$ cat src/rtl/lp805x_clkctrl.sv
`default_nettype none
// ============================================================================
// Module      : lp805x_clkctrl
// Description : SFR-mapped clock-source controller for the lp805x core.
//               Sequences the secondary oscillator (enable, startup wait)
//               and drives the glitch-free clock switch select line, holding
//               it through a settle window before accepting a new request.
//               Optional switch-done interrupt flag: LP805X_CLKCTRL_INT_EN.
// Revision    : 1.0 - initial release
// ============================================================================
module lp805x_clkctrl #(
    parameter logic [7:0] SFR_ADDR       = 8'hC7,
    parameter int         STARTUP_CYCLES = 1024,
    parameter int         SETTLE_CYCLES  = 8,
    parameter int         CNT_W          = 11
) (
    input  logic       wb_clk_i,
    input  logic       wb_rst_i,
    input  logic       wr,
    input  logic [7:0] wr_addr,
    input  logic [7:0] wr_dat,
    input  logic [7:0] rd_addr,
    output logic [7:0] dat_o,
    output logic       sfr_hit_o,
    output logic       osc2_en_o,
    output logic       select_o,
    output logic       busy_o,
    output logic       int_o
);

    localparam logic [1:0] c_st_idle     = 2'd0;
    localparam logic [1:0] c_st_wait_rdy = 2'd1;
    localparam logic [1:0] c_st_settle   = 2'd2;

    localparam logic [CNT_W-1:0] c_startup_last = CNT_W'(STARTUP_CYCLES - 1);
    localparam logic [CNT_W-1:0] c_settle_last  = CNT_W'(SETTLE_CYCLES - 1);

    logic [1:0]       r_state;
    logic             r_sel_req;
    logic             r_osc2_keep;
    logic             r_osc2_rdy;
    logic             r_osc2_en;
    logic             r_select;
    logic [CNT_W-1:0] r_startup_cnt;
    logic [CNT_W-1:0] r_settle_cnt;
    logic             w_wr_hit;
    logic             w_settle_exit;
    logic             w_done_if;
    logic             w_unused_wr;

    assign w_wr_hit      = wr && (wr_addr == SFR_ADDR);
    assign w_settle_exit = (r_state == c_st_settle) && (r_settle_cnt == c_settle_last);
    // Bits 2..6 of the write data carry no storage.
    assign w_unused_wr   = &{1'b0, wr_dat[7:2]};

    // Software-writable control bits.
    always_ff @(posedge wb_clk_i) begin
        if (wb_rst_i) begin
            r_sel_req   <= 1'b0;
            r_osc2_keep <= 1'b0;
        end else if (w_wr_hit) begin
            r_sel_req   <= wr_dat[0];
            r_osc2_keep <= wr_dat[1];
        end
    end

    // Oscillator enable and startup timer; ready stays up while enabled.
    always_ff @(posedge wb_clk_i) begin
        if (wb_rst_i) begin
            r_osc2_en     <= 1'b0;
            r_osc2_rdy    <= 1'b0;
            r_startup_cnt <= '0;
        end else begin
            r_osc2_en <= r_osc2_keep | r_sel_req | r_select | (r_state != c_st_idle);
            if (!r_osc2_en) begin
                r_osc2_rdy    <= 1'b0;
                r_startup_cnt <= '0;
            end else if (!r_osc2_rdy) begin
                if (r_startup_cnt == c_startup_last) begin
                    r_osc2_rdy <= 1'b1;
                end else begin
                    r_startup_cnt <= r_startup_cnt + 1'b1;
                end
            end
        end
    end

    // Switch sequencer: request, wait for oscillator, then hold select through settle.
    always_ff @(posedge wb_clk_i) begin
        if (wb_rst_i) begin
            r_state      <= c_st_idle;
            r_select     <= 1'b0;
            r_settle_cnt <= '0;
        end else begin
            case (r_state)
                c_st_idle: begin
                    if (r_sel_req && !r_select) begin
                        r_state <= c_st_wait_rdy;
                    end else if (!r_sel_req && r_select) begin
                        r_select     <= 1'b0;
                        r_settle_cnt <= '0;
                        r_state      <= c_st_settle;
                    end
                end
                c_st_wait_rdy: begin
                    // An abort wins over a coincident ready so select never rises.
                    if (!r_sel_req) begin
                        r_state <= c_st_idle;
                    end else if (r_osc2_rdy) begin
                        r_select     <= 1'b1;
                        r_settle_cnt <= '0;
                        r_state      <= c_st_settle;
                    end
                end
                c_st_settle: begin
                    if (w_settle_exit) begin
                        r_state <= c_st_idle;
                    end else begin
                        r_settle_cnt <= r_settle_cnt + 1'b1;
                    end
                end
                default: begin
                    r_state <= c_st_idle;
                end
            endcase
        end
    end

`ifdef LP805X_CLKCTRL_INT_EN
    logic r_done_if;

    // Done flag: hardware set beats a simultaneous software clear.
    always_ff @(posedge wb_clk_i) begin
        if (wb_rst_i) begin
            r_done_if <= 1'b0;
        end else if (w_settle_exit) begin
            r_done_if <= 1'b1;
        end else if (w_wr_hit && !wr_dat[7]) begin
            r_done_if <= 1'b0;
        end
    end

    assign w_done_if = r_done_if;
`else
    assign w_done_if = 1'b0;
`endif

    assign osc2_en_o = r_osc2_en;
    assign select_o  = r_select;
    assign busy_o    = (r_state != c_st_idle);
    assign int_o     = w_done_if;
    assign sfr_hit_o = (rd_addr == SFR_ADDR);
    assign dat_o     = sfr_hit_o ? {w_done_if, busy_o, r_osc2_rdy, r_select,
                                    2'b00, r_osc2_keep, r_sel_req}
                                 : 8'h00;

endmodule
`default_nettype wire

$ cat config.mk
export PLATFORM = sky130hd
export DESIGN_NAME = lp805x_clkctrl
export DESIGN_NICKNAME = d
export VERILOG_FILES = /design/src/rtl/lp805x_clkctrl.sv
export SDC_FILE = /design/constraint.sdc
export NUM_CORES = 1
export LEC_CHECK = 0
export ABC_AREA = 1
export CAP_MARGIN = 20
export CORE_AREA = 2 2 57 59
export CTS_CLUSTER_SIZE = 16
export DETAILED_ROUTE_END_ITERATION = 12
export DIE_AREA = 0 0 59 61
export DONT_BUFFER_PORTS = 1
export PLACE_DENSITY = 0.74
export REMOVE_ABC_BUFFERS = 1
export SLEW_MARGIN = 25
export SYNTH_ARGS = -nofsm -noshare
export SYNTH_HDL_FRONTEND = slang
export SYNTH_SLANG_ARGS = --single-unit
$ cat constraint.sdc
create_clock -name wb_clk_i -period 1.7 [get_ports wb_clk_i]
set_input_delay 0.17 -clock wb_clk_i [delete_from_list [all_inputs] [get_ports wb_clk_i]]
set_output_delay 0.17 -clock wb_clk_i [all_outputs]
set_load 0.02 [all_outputs]
==> results of run 1 <==
==> what timing repair did <==
| item | in CTS | in global routing |
|---|---|---|
| hold buffers | 3 | 0 |
| buffers inserted | 0 | 0 |
| endpoints found under the hold margin | 13 | 0 |
| endpoints found under the setup margin | 0 | 1 |
| resized for setup | 0 | 1 |
==> cell usage after synthesis, types with 2 or more instances <==
cell type	instances
ha_1	4
clkinv_1	2
nand3b_1	2
inv_1	34
nor2_1	36
nor2_2	4
o21ai_1	5
nand2_1	63
a21oi_1	18
o21ai_0	8
dfxtp_1	29
nor3_1	4
nand3_1	23
nand3_2	3
inv_2	2
o21bai_1	2
nand4_1	10
buf_4	4
==> worst register-to-register path: cells and delay by family, from the launching register on <==
family	cells	cell delay (ns)
and+or+nand+nor	5	0.64
AOI/OAI and AO/OA	1	0.12
DFF	1	0.39
adders and majority gates	1	0.25
==> how the worst min path moves through the flow <==
stage	end	slack (ns)	cells after the start
floorplan	r_settle_cnt[10]$_SDFFE_PP0P_	0.24	1
global placement	r_settle_cnt[5]$_SDFFE_PP0P_	0.24	1
detailed placement	r_settle_cnt[5]$_SDFFE_PP0P_	0.24	1
CTS	r_state[1]$_SDFFE_PP0P_	0.08	3
global route	r_state[1]$_SDFFE_PP0P_	0.1	3
finish	r_state[1]$_SDFFE_PP0P_	0.09	3
==> state kept, by name, summed over array words and instances (netlist names) <==
register and flops:
r_settle_cnt 11, r_startup_cnt 11, r_state 2, osc2_en_o 1, r_osc2_keep 1, r_osc2_rdy 1, r_sel_req 1, select_o 1
==> metal layers <==
layer  wire [um]  vias up  share of wire, %  global-route usage [%]
met4          51        0               1.5                    7.79
met3         109        7               3.1                    6.40
met5           0        -                 0                       0
met2        1770       30                51                    38.4
met1        1560      758                45                    24.9
li1            -      894                 -                       -
==> cell type report <==
cell class	count	area, um2
Clock buffer	7	55.1
Timing Repair Buffer	12	97.6
Inverter	39	149
Multi-Input combinational cell	196	962
Sequential cell	29	581
Fill cell	302	1070
Tap cell	33	41.3
==> power groups by stage <==
stage	clock (W)	sequential, W	combinational, W
3_3_place_gp	0	0.000711	0.0000963
6_report	0.000431	0.000695	0.000111
3_5_place_dp	0	0.000711	0.0000987
5_1_grt	0.000479	0.000696	0.000124
4_1_cts	0.000443	0.000695	0.000109
2_1_floorplan	0	0.000712	0.0000720
==> stage by stage <==
stage / hold slack, ns / instance area (um2) / total power (W)
3_5_place_dp: 0.243 / 1790 / 0.000810
3_3_place_gp: 0.241 / 1790 / 0.000808
2_1_floorplan: 0.239 / 1680 / 0.000784
4_1_cts: 0.0751 / 1880 / 0.00125
6_report: 0.0878 / 1890 / 0.00124
5_1_grt: 0.0987 / 1890 / 0.00130
==> cells by family (layout without fill, tap and decap cells) <==
logic type,Yosys count,after routing,synth area share (%)
AND/OR/NAND/NOR,151,151,39.9
flip-flops,29,29,33.7
other,1,4,0.218
AO/OA/AOI/OAI,37,37,11.8
adder cells (fa/ha/maj),4,4,2.90
buffers and inverters,46,58,11.5
==> impl_results.md, run 1 <==
* Outcome: complete, no violations
* Share of post-route cells with drive strength above 1 at a little over a tenth
* Maximum clock rate at around 680 MHz
* H-Tree Depth at 2
* Post-route insts no fill at between 300 and 400
* Worst R2R Setup Slack at approximately 0.23 ns
* Avg Vias per Cell at 5.34
* Post-synth top area share at 33.7%
* Lkg Pwr at slightly above 0.7 nW
* First drt pass iteration count at 4
* Clk pin slew, worst setup/hold paths at approximately 0.09 ns
* Max incr delay on CP at between 0.3 and 0.4 ns
* Sw frac at 25.8%
* Synth unique cells at 33
* Period utilisation layout at between 80 and 90%
* Syn Inst Count at 268
* FF+latch count, synth at 29
* Clock Sinks at 29
* Dpl cells at about 310
* HP Class: in2reg
* Mapped cell area at about 1700 um2
* Number of synthesized flops with an enable pin at 0
* Reg2reg start: r_settle_cnt[1]$_SDFFE_PP0P_
* R2R cell count at 7
* CP Depth at 7
* Worst path top cell family by delay: simple AND/OR/NAND/NOR gates
* Sw power at about 0.00032 W
* WL/cell at 11.1 um
* Vias in the first global route at roughly 1400
* Most common cell after layout, fill and taps aside: nand2_1
* Clock power frac at 34.8%
* Row count at 20
* Sequential power share at between 50% and 60%
* Area added between synthesis and finish at 9.44%
* Power per standard cell area at approximately 660 nW/um2
* Root buffer cell: clkbuf_4
* Minimum clock period at 1.47 ns
* # DRC at 0
* Combinational share of power at 9.0%
* Worst setup margin at ~0.23 ns
* Port buffer count at 0
* Crit path buf inv count at 0
* Hold wc startpoint: wb_rst_i
* Core area at between 2000 and 3000 um2
* N_diodes at 0
* Synth warn at 0
* Sequential cell area fraction in the yosys report at roughly a third
* Die Span Y at 61 um
* Crit end category: flip-flop
* Slew Viols, Final at 0
* Main flop type after synthesis: dfxtp_1
* CP cell instances: ha_1 -> nand3_1 -> nor2_1 -> nand3_1 -> nand3_4 -> nand2_1 -> a21oi_1
* Dpl ws at approximately 0.23 ns
* RSZ-0062 raised after global routing: false
* Post-Syn Area per Cell at 6.43 um2
* Most frequent cells in the layout: nand2_1 (63), nor2_1 (36), inv_1 (34)
* CTS tree: built
* Worst Path Class, Setup: reg2reg
* Final hold violation count at 0
* Routability cong. at ~0.85
* Worst Path Arrival at 1.73 ns
* Synth top area cells: dfxtp_1 (34%), nand2_1 (14%), nor2_1 (7.8%), inv_1 (7.4%), nand3_1 (6.7%)
* Peak VDD IR at ~0.47 mV
* DR iter-0 viols at 93
* CTS buffer count at 5
* Total die area at 3600 um2
* Final Net Count at 314
* HPWL Detailed at 2550 um
* Worst setup SP type: flip-flop
* CP Launch Point: r_settle_cnt[1]$_SDFFE_PP0P_
* Max Cap Viol at 0
* Largest net degree at the start of global routing at 13
* Post-route ant nets at 0
* Top-Level Pins at 40
* Starting Density at roughly three fifths
* Synth async-reset ratio at 0%
* Synth area leader: dfxtp_1
* Final Util at between 60% and 70%
* Pint at 0.000918 W
* Setup violators final at 0
* Later-pin clock latency in the skew report at roughly 0.33 ns
* Clk buf depth at 2
* Gr usage total at about 22%
* Initial antenna violation count at 0
* Worst endpoint required time at a little under 2 ns
* Routed wire length at 3500 um
* Slowest cell on crit path: dfxtp_1
* Critical Path End: r_settle_cnt[8]$_SDFFE_PP0P_
* Most Frequent Cell on Critical Path: nand3_1
* Critical R2R Capture: r_settle_cnt[8]$_SDFFE_PP0P_
* Setup TNS at 0 ns
* First-pass GRT wire length at roughly 5900 um
* Remaining global-route overflow at 0
* Die width at between 50 and 60 um
* DR vias at around 1700
* Max Fanout on Critical Path at 10
* Fin Clk Skew at between 0.003 and 0.004 ns
Power figures use the tool's default switching activity.
==> inputs of run 2 (changes only) <==
- CORE_AREA: 2 2 57 59 -> 2 2 60 56
- DIE_AREA: 0 0 59 61 -> 0 0 62 58
==> run 2 against run 1 <==
Effect of this change:
- routed wire length is 1.7% higher
- utilization hardly changed
- non-clock buffer count is 1 higher
- final cell count is 3.5% higher
- global-route usage is 0.20 points higher
- first-iteration DRC count is 22% higher
- final area is 0.66% higher
- register-to-register slack worse by 0.04 ns
- sequential cell count stayed put
- critical endpoint is now r_settle_cnt[1]$_SDFFE_PP0P_
- largest cell class unchanged
- largest power group unchanged
==> impl_results.md, run 2 (synthesis gave the netlist of run 1 again) <==
* Clock power frac at 32.8% (-2.0 points)
* HP Class: in2reg
* Setup TNS at 0 ns (unchanged)
* Routability cong. at 0.854 (+1.0%)
* Period utilisation layout at 88.7% (+2.1 points)
* Initial antenna violation count at 0 (unchanged)
* Grt met3 use at 4.91% (-1.5 points)
* CTS buffer count at 5 (unchanged)
* Later-pin clock latency in the skew report at 0.33 ns (about the same)
* WL/cell at 10.9 um (-1.7%)
* Worst Path Class, Setup: reg2reg
* Outcome: complete, no violations
* Total die area at 3600 um2 (about the same)
* Post-route ant nets at 0 (unchanged)
* Fill cell count at 285 (-5.6%)
* Final Net Count at 315 (+0.32%)
* Worst Path Arrival at 1.76 ns (+0.03 ns)
* H-Tree Depth at 2 (unchanged)
* Combinational share of power at 9.3% (+0.3 points)
* Setup violators final at 0 (unchanged)
* Sequential power share at 57.9% (+1.7 points)
* RSZ-0062 raised after global routing: false
* Max Fanout on Critical Path at 10 (unchanged)
* Vias in the first global route at 1412 (+1.4%)
* Clk pin slew, worst setup/hold paths at 0.09 ns (about the same)
* Top-Level Pins at 40 (unchanged)
* CP cell instances: ha_1 -> nand3_1 -> nor2_1 -> nand3_1 -> nand3_4 -> nand2_1 -> a21oi_1
* Slew Viols, Final at 0 (unchanged)
* Crit path buf inv count at 0 (unchanged)
* Worst endpoint required time at 1.96 ns (about the same)
* Sw power at 0.000314 W (-1.6%)
* Max incr delay on CP at 0.39 ns (about the same)
* Most Frequent Cell on Critical Path: nand3_1
* Port buffer count at 0 (unchanged)
* Fin Clk Skew at 0.00594 ns (+0.00238 ns)
* Clock Sinks at 29 (unchanged)
* Largest regs: r_settle_cnt (11), r_startup_cnt (11), r_state (2)
* GR Util met1 at 31.3% (+6.4 points)
* Die width at 62 um (+5.1%)
* Die Span Y at 58 um (-4.9%)
* First-pass GRT wire length at 5930 um (+1.3%)
* Maximum clock rate at 663 MHz (-2.4%)
* Lkg Pwr at 0.713 nW (about the same)
* Most frequent cells in the layout: nand2_1 (63), nor2_1 (36), inv_1 (34)
* Avg Vias per Cell at 5.20 (-2.6%)
* DP Area at 1810 um2 (+1.0%)
* DR vias at 1702 (+0.77%)
* Share of post-route cells with drive strength above 1 at 10.5% (-0.074 points)
* Sw frac at 26.1% (+0.34 points)
* Root buffer cell: clkbuf_4
* Power per standard cell area at 633 nW/um2 (-3.5%)
* Minimum clock period at 1.51 ns (+0.0361 ns)
* Most common cell after layout, fill and taps aside: nand2_1
* N_diodes at 0 (unchanged)
* CP Depth at 7 (unchanged)
* # DRC at 0 (unchanged)
* Worst setup SP type: flip-flop
* Starting Density at 58.0% (-0.37 points)
* Final hold violation count at 0 (unchanged)
* GRT Max-Usage Layer: met1
* Design area at 1900 um2 (+0.66%)
* HPWL Detailed at 2530 um (-0.71%)
* Slowest cell on crit path: dfxtp_1
* Gr usage total at 21.9% (+0.20 points)
* CTS tree: built
* Row count at 19 (-5.0%)
* Worst path top cell family by delay: simple AND/OR/NAND/NOR gates
* Worst R2R Setup Slack at 0.19 ns (-0.04 ns)
* Crit end category: flip-flop
* CP Launch Point: r_settle_cnt[1]$_SDFFE_PP0P_
* Critical Path End: r_settle_cnt[1]$_SDFFE_PP0P_
* R2R cell count at 7 (unchanged)
* Remaining global-route overflow at 0 (unchanged)
* Post-CTS Setup Inserts at 0 (unchanged)
* DR iter-0 viols at 113 (+22%)
* Critical R2R Capture: r_settle_cnt[1]$_SDFFE_PP0P_
* Met2 global-route usage at 31.3% (-7.2 points)
* Area added between synthesis and finish at 10.2%
* First drt pass iteration count at 4 (unchanged)
* Routed wire length at 3560 um (+1.7%)
* Reg2reg start: r_settle_cnt[1]$_SDFFE_PP0P_
* Core area at 2970 um2 (+0.64%)
* Pint at 0.000888 W (-3.3%)
* Peak VDD IR at 0.416 mV (-11%)
* Clk buf depth at 2 (unchanged)
* Max Cap Viol at 0 (unchanged)
* Largest net degree at the start of global routing at 13 (unchanged)
[run 2: worst register-to-register path: stages, from the launching register on]
cell	delay, ns
dfxtp_1	0.39
ha_1	0.26
nand3_1	0.10
nor2_1	0.14
nand3_1	0.18
nand3_4	0.18
nand2_1	0.07
a21oi_1	0.13
[run 2: power groups by stage]
stage               registers [W]  clock network, W   logic, W
detailed placement       0.000711                 0  0.0000978
global placement         0.000711                 0  0.0000969
floorplan                0.000712                 0  0.0000720
global route             0.000697          0.000433   0.000125
CTS                      0.000695          0.000410   0.000108
finish                   0.000695          0.000395   0.000112
[run 2: worst min-delay path by stage]
stage	startpoint	to	slack [ns]	cells after the start
after CTS	wb_rst_i	r_state[1]$_SDFFE_PP0P_	0.08	3
after floorplan	wb_rst_i	r_settle_cnt[10]$_SDFFE_PP0P_	0.24	1
after global placement	wb_rst_i	r_settle_cnt[7]$_SDFFE_PP0P_	0.24	1
after detailed placement	wb_rst_i	r_settle_cnt[6]$_SDFFE_PP0P_	0.24	1
final	wb_rst_i	r_state[1]$_SDFFE_PP0P_	0.09	3
after global routing	wb_rst_i	r_state[1]$_SDFFE_PP0P_	0.09	3
[run 2: what timing repair did]
item / 4_1_cts / 5_1_grt
endpoints found under the hold margin: 13 / 0
setup endpoints to repair: 0 / 2
hold buffers: 3 / 0
gates resized for setup: 0 / 1
[run 2: per-layer routing]
metal / vias up / share of wire (%)
met2: 56 / 42
met3: 6 / 5.9
li1: 898 / -
met4: 0 / 1.3
met5: - / 0
met1: 742 / 51
[run 2: through the flow]
stage	power, W	worst slack (ns)	utilization, %	hold slack (ns)	instances
floorplan	0.000784	0.0844	-	0.239	264
global placement	0.000808	0.178	61.0	0.242	316
detailed placement	0.000809	0.158	61.0	0.243	316
CTS	0.00121	0.140	63.6	0.0754	327
global route	0.00126	0.0195	63.9	0.0946	327
finish	0.00120	0.192	63.9	0.0877	327
[run 2: layout make-up]
type	count	area, um2	area share, %
inverters	39	149	7.84
repair buffers	13	105	5.54
clock buffers	8	48.8	2.57
well taps	42	52.6	2.77
flip-flops and latches	29	581	30.6
multi-input cells	196	962	50.7
